<file path="src/rtl/watch_pkg.sv">
// Shared calendar definitions for the watch datapath: field layout, month and
// weekday encodings, and Gregorian helpers valid for 2000-2099.
package watch_pkg;

   localparam int unsigned YEAR_W    = 7;
   localparam int unsigned MONTH_W   = 4;
   localparam int unsigned DAY_W     = 5;
   localparam int unsigned WDAY_W    = 3;
   localparam int unsigned DATE_W    = YEAR_W + MONTH_W + DAY_W;
   localparam int unsigned DAY_LSB   = 0;
   localparam int unsigned MONTH_LSB = DAY_LSB + DAY_W;
   localparam int unsigned YEAR_LSB  = MONTH_LSB + MONTH_W;
   localparam int unsigned YEAR_MAX  = 99;

   typedef enum logic [MONTH_W-1:0] {
      JAN = 4'd1, FEB = 4'd2, MAR = 4'd3, APR = 4'd4, MAY = 4'd5,  JUN = 4'd6,
      JUL = 4'd7, AUG = 4'd8, SEP = 4'd9, OCT = 4'd10, NOV = 4'd11, DEC = 4'd12
   } month_e;

   typedef enum logic [WDAY_W-1:0] {
      SUN = 3'd0, MON = 3'd1, TUE = 3'd2, WED = 3'd3, THU = 3'd4, FRI = 3'd5, SAT = 3'd6
   } wday_e;

   localparam logic [WDAY_W-1:0] EPOCH_WDAY_DEF = WDAY_W'(SAT);

   typedef struct packed {
      logic [YEAR_W-1:0]  year;
      logic [MONTH_W-1:0] month;
      logic [DAY_W-1:0]   day;
   } date_t;

   typedef enum logic [1:0] {ST_IDLE, ST_YEARS, ST_MONTHS, ST_DAYS} calc_state_e;

   // Every fourth year is leap; exact because 2000 is leap and 2100 is out of range.
   function automatic logic is_leap(input logic [YEAR_W-1:0] year);
      return (year[1:0] == 2'b00);
   endfunction

   function automatic logic [DAY_W-1:0] days_in_month(input logic [MONTH_W-1:0] month,
                                                      input logic [YEAR_W-1:0]  year);
      logic [DAY_W-1:0] dim;
      dim = 5'd31;
      if (month == MONTH_W'(FEB))
         dim = is_leap(year) ? 5'd29 : 5'd28;
      else if (month == MONTH_W'(APR) || month == MONTH_W'(JUN) ||
               month == MONTH_W'(SEP) || month == MONTH_W'(NOV))
         dim = 5'd30;
      return dim;
   endfunction

   function automatic logic [WDAY_W-1:0] mod7_add(input logic [WDAY_W-1:0] a,
                                                  input logic [WDAY_W-1:0] b);
      logic [WDAY_W:0] s;
      s = (WDAY_W+1)'(a) + (WDAY_W+1)'(b);
      return (s >= 4'd7) ? WDAY_W'(s - 4'd7) : WDAY_W'(s);
   endfunction

   function automatic logic [WDAY_W-1:0] wday_next(input logic [WDAY_W-1:0] w);
      return (w == WDAY_W'(SAT)) ? WDAY_W'(SUN) : w + 3'd1;
   endfunction

endpackage

</file>
<file path="src/rtl/watch_date_if.sv">
// Date-stage bus: control/load inputs from the time counter side, calendar outputs back.
interface watch_date_if;
   import watch_pkg::*;

   logic                en_day;
   logic                set_date;
   logic [DATE_W-1:0]   bin_date;
   logic [YEAR_W-1:0]   year;
   logic [MONTH_W-1:0]  month;
   logic [DAY_W-1:0]    day;
   logic [WDAY_W-1:0]   wday;
   logic                busy;
   logic                en_year;

   modport master (output en_day, set_date, bin_date,
                   input  year, month, day, wday, busy, en_year);
   modport slave  (input  en_day, set_date, bin_date,
                   output year, month, day, wday, busy, en_year);
endinterface

</file>
<file path="src/rtl/date_wday_calc.sv">
// Iterative weekday derivation for a loaded date (year steps, then month steps),
// plus the running weekday register that follows day advances.
module date_wday_calc
   import watch_pkg::*;
#(
   parameter logic [WDAY_W-1:0] EPOCH_WDAY = EPOCH_WDAY_DEF
) (
   input  logic                clk,
   input  logic                rst,
   input  logic                start,
   input  logic                adv,
   input  logic [YEAR_W-1:0]   year,
   input  logic [MONTH_W-1:0]  month,
   input  logic [DAY_W-1:0]    day,
   output logic                busy,
   output logic [WDAY_W-1:0]   wday
);

   calc_state_e         state_q, state_d;
   logic [YEAR_W-1:0]   idx_q, idx_d;
   logic [WDAY_W-1:0]   acc_q, acc_d;
   logic                busy_q, busy_d;
   logic [WDAY_W-1:0]   wday_q, wday_d;

   function automatic logic [WDAY_W-1:0] final_wday(input logic [WDAY_W-1:0] acc,
                                                    input logic [DAY_W-1:0]  d);
      logic [5:0] t;
      t = 6'(acc) + 6'(d) - 6'd1;
      return WDAY_W'(t % 6'd7);
   endfunction

   always_ff @(posedge clk or negedge rst) begin
      if (!rst) begin
         state_q <= ST_IDLE;
         idx_q   <= '0;
         acc_q   <= EPOCH_WDAY;
         busy_q  <= 1'b0;
         wday_q  <= EPOCH_WDAY;
      end else begin
         state_q <= state_d;
         idx_q   <= idx_d;
         acc_q   <= acc_d;
         busy_q  <= busy_d;
         wday_q  <= wday_d;
      end
   end

   // The result is registered on leaving MONTHS so busy drops as DAYS begins;
   // DAYS is then the first idle cycle, where a held-back advance may land.
   always_comb begin
      state_d = state_q;
      idx_d   = idx_q;
      acc_d   = acc_q;
      busy_d  = busy_q;
      wday_d  = wday_q;
      case (state_q)
         ST_IDLE: begin
            if (adv) wday_d = wday_next(wday_q);
         end
         ST_YEARS: begin
            if (idx_q < year) begin
               acc_d = mod7_add(acc_q, is_leap(idx_q) ? 3'd2 : 3'd1);
               idx_d = idx_q + 7'd1;
            end else begin
               idx_d   = 7'd1;
               state_d = ST_MONTHS;
            end
         end
         ST_MONTHS: begin
            if (idx_q < YEAR_W'(month)) begin
               acc_d = mod7_add(acc_q, WDAY_W'(days_in_month(idx_q[MONTH_W-1:0], year) - 5'd28));
               idx_d = idx_q + 7'd1;
            end else begin
               wday_d  = final_wday(acc_q, day);
               busy_d  = 1'b0;
               state_d = ST_DAYS;
            end
         end
         ST_DAYS: begin
            state_d = ST_IDLE;
            if (adv) wday_d = wday_next(wday_q);
         end
         default: state_d = ST_IDLE;
      endcase
      if (start) begin
         state_d = ST_YEARS;
         idx_d   = '0;
         acc_d   = EPOCH_WDAY;
         busy_d  = 1'b1;
      end
   end

   assign busy = busy_q;
   assign wday = wday_q;

endmodule

</file>
<file path="src/rtl/watch_date.sv">
// Calendar stage: date registers, load sanitiser, end-of-day advance with
// year rollover, and one-deep deferral of advances during weekday computation.
module watch_date
   import watch_pkg::*;
#(
   parameter int unsigned       YEAR_BASE  = 2000,
   parameter logic [WDAY_W-1:0] EPOCH_WDAY = EPOCH_WDAY_DEF
) (
   input  logic         clk,
   input  logic         rst,
   watch_date_if.slave  bus
);

   // The two-bit leap rule needs a leap-aligned century base.
   if (YEAR_BASE % 4 != 0) begin : g_base_chk
      $error("watch_date: YEAR_BASE must be a multiple of 4");
   end

   date_t               date_q;
   date_t               load_c;
   date_t               next_c;
   logic [DAY_W-1:0]    load_dim_c;
   logic [DAY_W-1:0]    cur_dim_c;
   logic                roll_c;
   logic                adv_c;
   logic                pending_q;
   logic                en_year_q;
   logic                busy;
   logic [WDAY_W-1:0]   wday;
   logic [YEAR_W-1:0]   raw_year;
   logic [MONTH_W-1:0]  raw_month;
   logic [DAY_W-1:0]    raw_day;

   assign raw_year  = bus.bin_date[YEAR_LSB  +: YEAR_W];
   assign raw_month = bus.bin_date[MONTH_LSB +: MONTH_W];
   assign raw_day   = bus.bin_date[DAY_LSB   +: DAY_W];

   // Clamp a requested date into a legal calendar date.
   always_comb begin
      load_c.year  = (raw_year > YEAR_W'(YEAR_MAX)) ? YEAR_W'(YEAR_MAX) : raw_year;
      load_c.month = (raw_month == '0 || raw_month > MONTH_W'(DEC)) ? MONTH_W'(JAN) : raw_month;
      load_dim_c   = days_in_month(load_c.month, load_c.year);
      if (raw_day == '0)
         load_c.day = 5'd1;
      else if (raw_day > load_dim_c)
         load_c.day = load_dim_c;
      else
         load_c.day = raw_day;
   end

   // Next-day date.
   always_comb begin
      next_c    = date_q;
      roll_c    = 1'b0;
      cur_dim_c = days_in_month(date_q.month, date_q.year);
      if (date_q.day < cur_dim_c) begin
         next_c.day = date_q.day + 5'd1;
      end else begin
         next_c.day = 5'd1;
         if (date_q.month == MONTH_W'(DEC)) begin
            next_c.month = MONTH_W'(JAN);
            next_c.year  = (date_q.year == YEAR_W'(YEAR_MAX)) ? '0 : date_q.year + 7'd1;
            roll_c       = 1'b1;
         end else begin
            next_c.month = date_q.month + 4'd1;
         end
      end
   end

   assign adv_c = !bus.set_date && !busy && (bus.en_day || pending_q);

   always_ff @(posedge clk or negedge rst) begin
      if (!rst) begin
         date_q.year  <= '0;
         date_q.month <= MONTH_W'(JAN);
         date_q.day   <= 5'd1;
         pending_q    <= 1'b0;
         en_year_q    <= 1'b0;
      end else begin
         en_year_q <= 1'b0;
         if (bus.set_date) begin
            date_q    <= load_c;
            pending_q <= 1'b0;
         end else if (busy) begin
            if (bus.en_day) pending_q <= 1'b1;
         end else if (adv_c) begin
            date_q    <= next_c;
            pending_q <= 1'b0;
            en_year_q <= roll_c;
         end
      end
   end

   date_wday_calc #(
      .EPOCH_WDAY (EPOCH_WDAY)
   ) u_calc (
      .clk   (clk),
      .rst   (rst),
      .start (bus.set_date),
      .adv   (adv_c),
      .year  (date_q.year),
      .month (date_q.month),
      .day   (date_q.day),
      .busy  (busy),
      .wday  (wday)
   );

   assign bus.year    = date_q.year;
   assign bus.month   = date_q.month;
   assign bus.day     = date_q.day;
   assign bus.wday    = wday;
   assign bus.busy    = busy;
   assign bus.en_year = en_year_q;

endmodule
</file>
<file path="src/flat_wrapper.sv">
// flat-port wrapper written by rule: the top's interface ports become plain ports
module watch_date_flat import watch_pkg::*;
#(
   parameter int unsigned       YEAR_BASE  = 2000,
   parameter logic [WDAY_W-1:0] EPOCH_WDAY = EPOCH_WDAY_DEF
)
  (clk, rst, bus_en_day, bus_set_date, bus_bin_date, bus_year, bus_month, bus_day, bus_wday, bus_busy, bus_en_year);
  watch_date_if bus_i ();
  input  logic clk;
  input  logic rst;
  input wire logic [$bits(bus_i.en_day)-1:0] bus_en_day;
  input wire logic [$bits(bus_i.set_date)-1:0] bus_set_date;
  input wire logic [$bits(bus_i.bin_date)-1:0] bus_bin_date;
  output wire logic [$bits(bus_i.year)-1:0] bus_year;
  output wire logic [$bits(bus_i.month)-1:0] bus_month;
  output wire logic [$bits(bus_i.day)-1:0] bus_day;
  output wire logic [$bits(bus_i.wday)-1:0] bus_wday;
  output wire logic [$bits(bus_i.busy)-1:0] bus_busy;
  output wire logic [$bits(bus_i.en_year)-1:0] bus_en_year;
  assign bus_i.en_day = bus_en_day;
  assign bus_i.set_date = bus_set_date;
  assign bus_i.bin_date = bus_bin_date;
  assign bus_year = bus_i.year;
  assign bus_month = bus_i.month;
  assign bus_day = bus_i.day;
  assign bus_wday = bus_i.wday;
  assign bus_busy = bus_i.busy;
  assign bus_en_year = bus_i.en_year;
  watch_date #(.YEAR_BASE(YEAR_BASE), .EPOCH_WDAY(EPOCH_WDAY)) u_core (.clk(clk), .rst(rst), .bus(bus_i));
endmodule
</file>
<file path="config.mk">
export PLATFORM = sky130hd
export DESIGN_NAME = watch_date_flat
export DESIGN_NICKNAME = d
export VERILOG_FILES = /design/src/rtl/watch_pkg.sv /design/src/rtl/watch_date_if.sv /design/src/rtl/date_wday_calc.sv /design/src/rtl/watch_date.sv /design/src/flat_wrapper.sv
export SDC_FILE = /design/constraint.sdc
export NUM_CORES = 1
export LEC_CHECK = 0
export BUFFER_PORTS_ARGS = -buffer_cell sky130_fd_sc_hd__buf_4
export CAP_MARGIN = 20
export CORE_MARGIN = 10
export CORE_UTILIZATION = 45
export DETAILED_ROUTE_END_ITERATION = 7
export SLEW_MARGIN = 20
export SYNTH_ARGS = -nofsm -noshare
export SYNTH_HDL_FRONTEND = slang
export SYNTH_SLANG_ARGS = --single-unit
</file>
<file path="constraint.sdc">
create_clock -name clk -period 6.37 [get_ports clk]
set_clock_uncertainty 0.05 [all_clocks]
set_input_delay 0.9555 -clock clk [delete_from_list [all_inputs] [get_ports clk]]
set_output_delay 0.9555 -clock clk [all_outputs]
set_load 0.1 [all_outputs]
</file>
# Yosys cells after proc, flatten, opt, wreduce, memory -nomap -nowiden
# Index checks and enable logic that the tools add are counted.
[totals] ff_bits=34 word_cells=153
[op_classes] addsub=12 n_div=1 n_lt_le_gt_ge=8 n_eq_ne=31 mux=53 n_reduce_logical=38
[op_table] op="16-bit 2-to-1 mux" n=3
[op_table] op="7-bit 2-to-1 mux" n=6
[op_table] op="3-bit 2-to-1 mux" n=10
[op_table] op="4-bit equality test (second input constant)" n=7
[op_table] op="5-bit 2-to-1 mux" n=5
[op_table] op="4-bit by 3-bit equality test with 1-bit output (second input constant)" n=6
[op_table] op="1-bit 2-to-1 mux" n=17
[op_table] op="3-bit inequality test (second input constant)" n=5
[op_table] op="7-bit by 1-bit adder with 7-bit output (second input constant)" n=2
[op_table] op="7-bit case mux with 2 select lines" n=1
[op_table] op="4-bit by 2-bit equality test with 1-bit output (second input constant)" n=3
[op_table] op="3-bit case mux with 2 select lines" n=2
[op_table] op="3-bit AND reduction" n=4
[op_table] op="1-bit logical OR" n=11
[op_table] op="11-bit 2-to-1 mux" n=1
[op_table] op="2-bit 2-to-1 mux" n=5
[op_table] op="3-bit subtractor (second input constant)" n=3
[op_table] op="4-bit by 3-bit greater-or-equal comparator with 1-bit output (second input constant)" n=2
[op_table] op="2-bit logical NOT" n=4
[op_table] op="4-bit 2-to-1 mux" n=2
[op_table] op="2-bit inequality test (second input constant)" n=4
[op_table] op="2-bit AND reduction" n=4
[op_table] op="2-bit nonzero test" n=4
[op_table] op="7-bit equality test (second input constant)" n=1
[op_table] op="other kinds (27)" n=31

# Longest topological paths before layout
# Gate-level depths: netlist of the first run.
[depth] depth_word=15 ltp_mapped=24 depth_no_buf=23

# Modules after synthesis
# A second synthesis of the first run with hierarchy kept.
[unflattened] cells_unflattened=458 area_unflattened_um2=3703.6
[modules_own_cells] mod="date_wday_calc" instances=1 cells_each=292 area_each_um2=2318.5 seq_area_each_um2=405.4
[modules_own_cells] mod="watch_date" instances=1 cells_each=166 area_each_um2=1385.1 seq_area_each_um2=452.9

# Worst setup path after synthesis of the first run
# OpenSTA, ideal clock, no wires.
[synth_path] kind="flip-flop to flip-flop" from="register u_core.bus.day[1] (netlist name)" to="register u_core.u_calc.wday_q[1], in the netlist u_core.u_calc.wday[1]" arrival_ps=5718 t_required_ps=6255 path_slack_ps=537 path_stages_with_launch=25 cell_sequence="dfrtp_1 > inv_1 > ha_1 > inv_1 > ha_1 > inv_1 > fa_1 > xor2_1 > inv_1 > ha_1 > clkbuf_1 > inv_1 > a21oi_1 > or3_2 > and3_2 > ha_1 > a211o_1 > a21oi_1 > o32a_4 > xnor2_1 > ha_1 > a22o_1 > o21bai_4 > a2111o_1 > nand3_1"
[synth_between] elab_chain_len=5
[synth_rtl] element="3-bit by 5-bit adder with 6-bit output" line_no="date_wday_calc.sv:28" rtl="t = 6'(acc) + 6'(d) - 6'd1;"
[synth_rtl] element="6-bit by 1-bit subtractor with 6-bit output" line_no="date_wday_calc.sv:28"
[synth_rtl] element="6-bit by 3-bit remainder unit with 6-bit output" line_no="date_wday_calc.sv:29" rtl="return WDAY_W'(t % 6'd7);"
[synth_rtl] element="3-bit 2-to-1 mux" line_no="date_wday_calc.sv:70" rtl="if (idx_q < YEAR_W'(month)) begin"
[synth_rtl] element="3-bit case mux with 2 select lines" line_no="date_wday_calc.sv:56" rtl="case (state_q)"
[synth_rtl] element="end signal: assignment" line_no="date_wday_calc.sv:44" rtl="wday_q <= wday_d;"
[synth_rtl] element="end: declaration" line_no="date_wday_calc.sv:23" rtl="logic [WDAY_W-1:0] wday_q, wday_d;"
# No other way between the ends. The select of a mux whose other input is x is not followed.
# A chain may end at the register's enable or synchronous reset.

# Worst setup path after layout of the first run
[layout_path] from="register u_core.u_calc.acc_q[1]" to="register u_core.u_calc.wday_q[1], in the netlist u_core.u_calc.wday[1]"
[layout_between] elab_chain_len=5
[layout_rtl] element="start: declaration" line_no="date_wday_calc.sv:21" rtl="logic [WDAY_W-1:0] acc_q, acc_d;"
[layout_rtl] element="start signal: assignment" line_no="date_wday_calc.sv:36" rtl="acc_q <= EPOCH_WDAY;"
[layout_rtl] element="start signal: assignment" line_no="date_wday_calc.sv:42" rtl="acc_q <= acc_d;"
[layout_rtl] element="3-bit by 5-bit adder with 6-bit output" line_no="date_wday_calc.sv:28"
[layout_rtl] element="6-bit by 1-bit subtractor with 6-bit output" line_no="date_wday_calc.sv:28"
[layout_rtl] element="6-bit by 3-bit remainder unit with 6-bit output" line_no="date_wday_calc.sv:29"
[layout_rtl] element="3-bit 2-to-1 mux" line_no="date_wday_calc.sv:70"
[layout_rtl] element="3-bit case mux with 2 select lines" line_no="date_wday_calc.sv:56"
# No other way between the ends. The select of a mux whose other input is x is not followed.

==> metrics.txt, run 1 <==
gr usage total 15.4%; Slew @ Worst Pin 642 ps; M2 GR Usage 24.7%; Reg-to-Reg End u_core.u_calc.wday[1]$_DFFE_PN1P_; final worst-path cycle share 85.3%; Detailed Route Iter0 Violations 97; Layout Utilization 52.2%; initial core utilization 46.1%; final setup margin 939 ps; flops & latches, synth 34; gp weighted congestion 0.852; Slew HR 57.0%; CTS tree done; FFs w/ async S/R, synth 100%; Pwr per Cell Area 553 nW/µm²; row cnt 32; crit path max fanout 11; CTS Sinks 34; fmax 184 MHz; Area Overhead vs Synth 13.3%; die area 11,900 µm²; Top Ports 41; register area share after synthesis 24.1%; Max Cap Viol 0; RR Startpoint u_core.u_calc.acc_q[1]$_DFFE_PN1P_; cell taking the most area after synthesis dfrtp_1; top_reg_cell synth dfrtp_1; dpl cells 572; clock latency on the worst-skew pair 290 ps; element type at the critical path start register; critical path endpoint u_core.u_calc.wday[1]$_DFFE_PN1P_; synth warn 0; fillers 761; final instance area 4030 µm²; met1 usage 20.8%; EDFF count, synth 0; status completed; CTS resizes 0; drt first pass iters 4; vias in the first global route 3,291; global-route wire length before repair 15.4 mm; CP arrival 5600 ps; core area 7730 µm²; CTS Hold Buffers Added 0; WP data required 6540 ps; Chip Width 109 µm; worst hold slack 501 ps; largest net degree at the start of global routing 35; Worst Setup Slack post-DPL 997 ps; Root Buffer clkbuf_8; Num CTS Buffers 5; Post-Syn Area 3560 µm²; initial antenna violation count 0; clk buf depth 2; grt ovf 0; DP Area 3950 µm²; global routing's busiest layer met2; Setup Buffers After CTS 0; power consumption 2.23 mW; DP HPWL 6.94 mm; Clk pin slew, worst setup/hold paths 70 ps; top-count cell post-synth inv_1; Leakage 1.88 nW; Hold Vio Cnt, Final 0; post-synthesis cell count 439; die height 109 µm; met3 usage 3.07%; post-synth cell types 70; Port Buffers 40; Post-Syn Nets 505; Synth top cells by count inv_1 (50), ha_1 (43), o21ai_0 (41); VDD IR max 0.189 mV; # DRC 0; H-tree levels 2; Cell Count, Final, Fillers Out 580; unrepaired setup endpoints after global routing no; layout cells sized above 1 15.7%; top post-synthesis cells by area dfrtp_1 (20%), ha_1 (15%), o21ai_0 (5.8%); critical path startpoint u_core.u_calc.acc_q[1]$_DFFE_PN1P_; Via density 5.71; Period minus WS final 5430 ps; ANT cells 0; Synth Area per Inst 8.11 µm²; DR WL/cell 15.4 µm; Hold/Removal Path Class reg2reg; antenna viol nets, final 0; critical path class reg2reg; endpoints failing setup 0; reg2reg setup slack 940 ps; crit end category register; final setup TNS 0 ps; cell depth of the worst flop-to-flop path 24; final WL 8.91 mm; via count 3,312; post-synth top area share 19.7%; Slew Viols, Final 0; Layout Nets 543
-- sequential cells by signal (all words and copies together) (netlist names) --
name                   flops
u_core.bus.year            7
u_core.u_calc.idx_q        7
u_core.bus.day             5
u_core.bus.month           4
u_core.u_calc.acc_q        3
u_core.u_calc.wday         3
u_core.u_calc.state_q      2
u_core.bus.en_year         1
u_core.pending_q           1
u_core.u_calc.busy         1
-- cells in the final DEF, fill, tap and decap left out, types with 4 or more instances in the layout --
cell type,n
a21o_1,10
a21oi_1,35
a31oi_1,5
and2_1,4
and3_1,4
buf_4,41
clkbuf_8,5
dfrtp_1,28
dfstp_2,6
ha_1,43
inv_1,50
mux2i_1,6
nand2_1,28
nand2b_1,10
nand3_1,14
nor2_1,30
nor2b_1,5
nor3_1,13
nor4_1,4
o211ai_1,4
o21ai_0,41
o22ai_1,4
o31ai_1,4
xnor2_1,4
-- logic make-up after synthesis --
logic type                 share of synthesized area [%]
AOI/OAI and AO/OA                                   28.9
and+or+nand+nor                                     18.7
muxes                                               2.74
buffers and inverters                               6.57
DFF                                                 24.1
adders and majority gates                           16.8
xor gates and xnor gates                            2.18
-- report_power, final --
part	switching (mW)	internal (mW)	total [mW]
clock network	0.0859	0.0775	0.163
registers	0.0714	0.278	0.349
logic	1.04	0.682	1.72
-- worst max-delay path: stages (launching register included) --
cell	delay, ps
dfstp_2	580
inv_1	90
ha_1	270
inv_1	60
ha_1	150
inv_1	50
fa_1	380
xor2_1	160
buf_4	180
inv_1	110
ha_1	350
inv_1	160
a21oi_1	50
or3_2	410
and3_2	230
ha_1	250
a211o_1	300
a21oi_1	190
o32a_4	220
xnor2_1	150
ha_1	240
a22o_1	200
o21bai_4	80
a2111o_1	380
nand3_1	80
-- worst min path at each step --
stage	start	to	slack, ps	cells after the start
final	u_core.bus.year[1]$_DFFE_PN0P_	u_core.bus.year[1]$_DFFE_PN0P_	500	2
after global routing	u_core.bus.year[1]$_DFFE_PN0P_	u_core.bus.year[1]$_DFFE_PN0P_	540	2
after CTS	u_core.u_calc.busy$_DFFE_PN0P_	u_core.u_calc.busy$_DFFE_PN0P_	510	1
after detailed placement	u_core.u_calc.busy$_DFFE_PN0P_	u_core.u_calc.busy$_DFFE_PN0P_	490	1
after global placement	u_core.u_calc.busy$_DFFE_PN0P_	u_core.u_calc.busy$_DFFE_PN0P_	480	1
after floorplan	u_core.u_calc.idx_q[6]$_DFFE_PN0P_	u_core.u_calc.idx_q[6]$_DFFE_PN0P_	470	2
-- final cells by class --
cell class	count	area [µm²]	area share [%]
inverters	50	188	4.65
multi-input cells	345	2470	61.2
clock inverters	1	7.51	0.186
repair buffers	41	308	7.63
flip-flops and latches	34	858	21.3
well taps	102	128	3.16
clock buffers	7	76.3	1.89
-- layer usage --
layer | part of all wire [%] | up-vias | wire length (µm)
li1 | - | 1674 | -
met1 | 49 | 1553 | 4330
met2 | 45 | 75 | 4050
met3 | 5.0 | 10 | 445
met4 | 0.92 | 0 | 82
met5 | 0 | - | 0
Note: power is estimated with default switching activity, not from simulation.
==> run 2, diff against run 1 <==
--- a/config.mk
+++ b/config.mk
@@ -5,11 +5,13 @@
 export SDC_FILE = /design/constraint.sdc
 export NUM_CORES = 1
 export LEC_CHECK = 0
+export ABC_AREA = 1
 export BUFFER_PORTS_ARGS = -buffer_cell sky130_fd_sc_hd__buf_4
 export CAP_MARGIN = 20
 export CORE_MARGIN = 10
 export CORE_UTILIZATION = 45
 export DETAILED_ROUTE_END_ITERATION = 7
+export SETUP_SLACK_MARGIN = 0.1
 export SLEW_MARGIN = 20
 export SYNTH_ARGS = -nofsm -noshare
 export SYNTH_HDL_FRONTEND = slang
==> run 2 against run 1 <==
Synthesized area down 3.7%. Non-clock buffer count down 1. Highest routed layer unchanged. Wire length down 4.7%. Register-to-register slack better by 1100 ps. Worst hold slack worse by 25 ps. Worst setup slack better by 1100 ps. Largest cell class unchanged.
==> metrics.txt, run 2 <==
register area share after synthesis 25.0% (+0.93 points); RR Startpoint u_core.u_calc.acc_q[1]$_DFFE_PN1P_; slowest CP cell dfstp_2; post-synthesis compound-gate area fraction 16.0% (-13 points); status completed; clock latency on the worst-skew pair 290 ps (about the same); main combinational cell family by area after synthesis simple AND/OR/NAND/NOR gates; dpl cells 620 (+8.4%); clk buf depth 2 (unchanged); Setup Buffers After CTS 0 (unchanged); Slew @ Worst Pin 653 ps (+11.7 ps); Period minus WS final 4330 ps (-1100 ps); Hold Path Depth 2 (unchanged); Synth Area per Inst 7.05 µm² (-13%); Port Buffers 40 (unchanged); largest net degree at the start of global routing 35 (unchanged); Slew HR 55.9% (-1.2 points); cell depth of the worst flop-to-flop path 30 (+25%); CP most frequent cell inv_1; largest registers u_core.bus.year x7, u_core.u_calc.idx_q x7, u_core.bus.day x5; worst hold slack 476 ps (-25.5 ps); Synth top cells by count nand2_1 (84), inv_1 (82), nand3_1 (51); Clk pin slew, worst setup/hold paths 80 ps (about the same); reg2reg setup slack 2040 ps (+1100 ps); post-synth top area share 20.4% (+0.76 points); commonest non-fill, non-tap cell in the layout nand2_1; Reg-to-Reg End u_core.u_calc.wday[1]$_DFFE_PN1P_; H-tree levels 2 (unchanged); initial core utilization 46.7% (+0.68 points); CTS Hold Buffers Added 0 (unchanged); CTS resizes 0 (unchanged); layout cells sized above 1 14.0% (-1.7 points); mux contribution to synthesized area 0% (-2.7 points); critical path endpoint u_core.u_calc.wday[1]$_DFFE_PN1P_; Post-Syn Nets 552 (+9.3%); via count 3,259 (-1.6%); DP HPWL 6.70 mm (-3.5%); Worst Setup Slack post-DPL 2070 ps (+1080 ps); crit path max fanout 5 (-6); WP data required 6550 ps (about the same); final WL 8.49 mm (-4.7%); synth warn 0 (unchanged); die height 107 µm (-1.5%); Num CTS Buffers 5 (unchanged); Post-Syn Area 3430 µm² (-3.7%); die area 11,500 µm² (-3.1%); Hold Vio Cnt, Final 0 (unchanged); met3 wire len 230 µm (-48%); ANT cells 0 (unchanged); Area Overhead vs Synth 15.0%; Via density 5.19 (-9.1%); element type at the critical path start register; cell taking the most area after synthesis dfrtp_1; endpoints failing setup 0 (unchanged); Synth Area in XOR/XNOR 4.86% (+2.7 points); Slew Viols, Final 0 (unchanged); Detailed Route Iter0 Violations 89 (-8.2%); critical path class reg2reg; post-synth cell types 43 (-39%); post-synthesis cell count 486 (+11%); CP peak stage delay 590 ps (about the same); CP arrival 4510 ps (-1090 ps); CTS tree done; final setup margin 2040 ps (+1100 ps); gp weighted congestion 0.799 (-6.3%); Layout Nets 594 (+9.4%); row cnt 31 (-3.1%); Synth Area in Simple Gates 26.2% (+7.5 points); drt first pass iters 6 (+2); Top Ports 41 (unchanged); Cell Count, Final, Fillers Out 628 (+8.3%); EDFF count, synth 0 (unchanged); WL met2 4.24 mm (+4.5%); CTS Sinks 34 (unchanged); Root Buffer clkbuf_8; grt ovf 0 (unchanged); FFs w/ async S/R, synth 100% (unchanged); met1 WL 3.92 mm (-9.4%); top-count cell post-synth nand2_1; crit end category register; core area 7330 µm² (-5.1%); # DRC 0 (unchanged); critical path startpoint u_core.u_calc.acc_q[1]$_DFFE_PN1P_; top_reg_cell synth dfrtp_1; global-route wire length before repair 14.6 mm (-5.3%); vias in the first global route 3,226 (-2.0%); final setup TNS 0 ps (unchanged); gr usage total 15.1% (-0.33 points); unrepaired setup endpoints after global routing no; flops & latches, synth 34 (unchanged); top post-synthesis cells by area dfrtp_1 (20%), ha_1 (16%), nand2_1 (9.2%); Chip Width 107 µm (-1.5%); Max Cap Viol 0 (unchanged); fmax 231 MHz (+25%); Post-Synth Adder-Cell Area 17.5% (+0.65 points); Hold/Removal Path Class reg2reg; commonest non-fill, non-tap cells in the layout nand2_1 (84), inv_1 (82), nand3_1 (51), ha_1 (43), buf_4 (40); DR top layer met4; final worst-path cycle share 68.0% (-17 points); antenna viol nets, final 0 (unchanged); DR WL/cell 13.5 µm (-12%); initial antenna violation count 0 (unchanged)
==> run 2: per-layer routing <==
| layer | vias up | global-route usage (%) |
|---|---|---|
| met4 | 0 | 4.55 |
| met1 | 1509 | 17.3 |
| met2 | 42 | 27.4 |
| li1 | 1701 | - |
| met5 | - | 0 |
| met3 | 7 | 2.81 |
==> run 2: final cells by class <==
| type | count | area (µm²) |
|---|---|---|
| repair buffers | 40 | 300 |
| clock inverters | 3 | 40.0 |
| fillers | 742 | 3390 |
| inverters | 90 | 338 |
| multi-input cells | 357 | 2210 |
| clock buffers | 5 | 68.8 |
| well taps | 99 | 124 |
| flip-flops and latches | 34 | 858 |
==> run 2: logic make-up (layout without fill, tap and decap cells) <==
logic type	after synthesis	in the layout
flip-flops	34	34
adder cells (fa/ha/maj)	46	46
XOR/XNOR	19	19
buffers and inverters	95	138
AO/OA/AOI/OAI	90	90
AND/OR/NAND/NOR	202	202
==> run 2: worst min-delay path by stage <==
stage	start	endpoint	slack (ps)
2_1_floorplan	u_core.u_calc.acc_q[2]$_DFFE_PN1P_	u_core.u_calc.acc_q[2]$_DFFE_PN1P_	450
3_3_place_gp	u_core.u_calc.wday[2]$_DFFE_PN1P_	u_core.u_calc.wday[2]$_DFFE_PN1P_	470
3_5_place_dp	u_core.u_calc.acc_q[2]$_DFFE_PN1P_	u_core.u_calc.acc_q[2]$_DFFE_PN1P_	470
4_1_cts	u_core.u_calc.acc_q[2]$_DFFE_PN1P_	u_core.u_calc.acc_q[2]$_DFFE_PN1P_	480
5_1_grt	u_core.u_calc.acc_q[2]$_DFFE_PN1P_	u_core.u_calc.acc_q[2]$_DFFE_PN1P_	510
6_report	u_core.u_calc.acc_q[2]$_DFFE_PN1P_	u_core.u_calc.acc_q[2]$_DFFE_PN1P_	480
==> run 2: worst max-delay path, delay by kind of cell (launching register included) <==
kind | cells | cell delay, ps
buffers and inverters | 8 | 570
adder cells (fa/ha/maj) | 6 | 1430
flip-flops | 1 | 590
AO/OA/AOI/OAI | 1 | 140
AND/OR/NAND/NOR | 15 | 1450
==> run 2: metrics by stage <==
stage / utilization, % / cell area [µm²]
after detailed placement: 52.3 / 3830
after floorplan: - / 3430
after global routing: 53.8 / 3940
after global placement: 52.3 / 3830
after CTS: 53.8 / 3940
final: 53.8 / 3940
Power of run 2 is not shown: default switching activity piles up to over one toggle a cycle in this logic, so the estimate is an artifact.
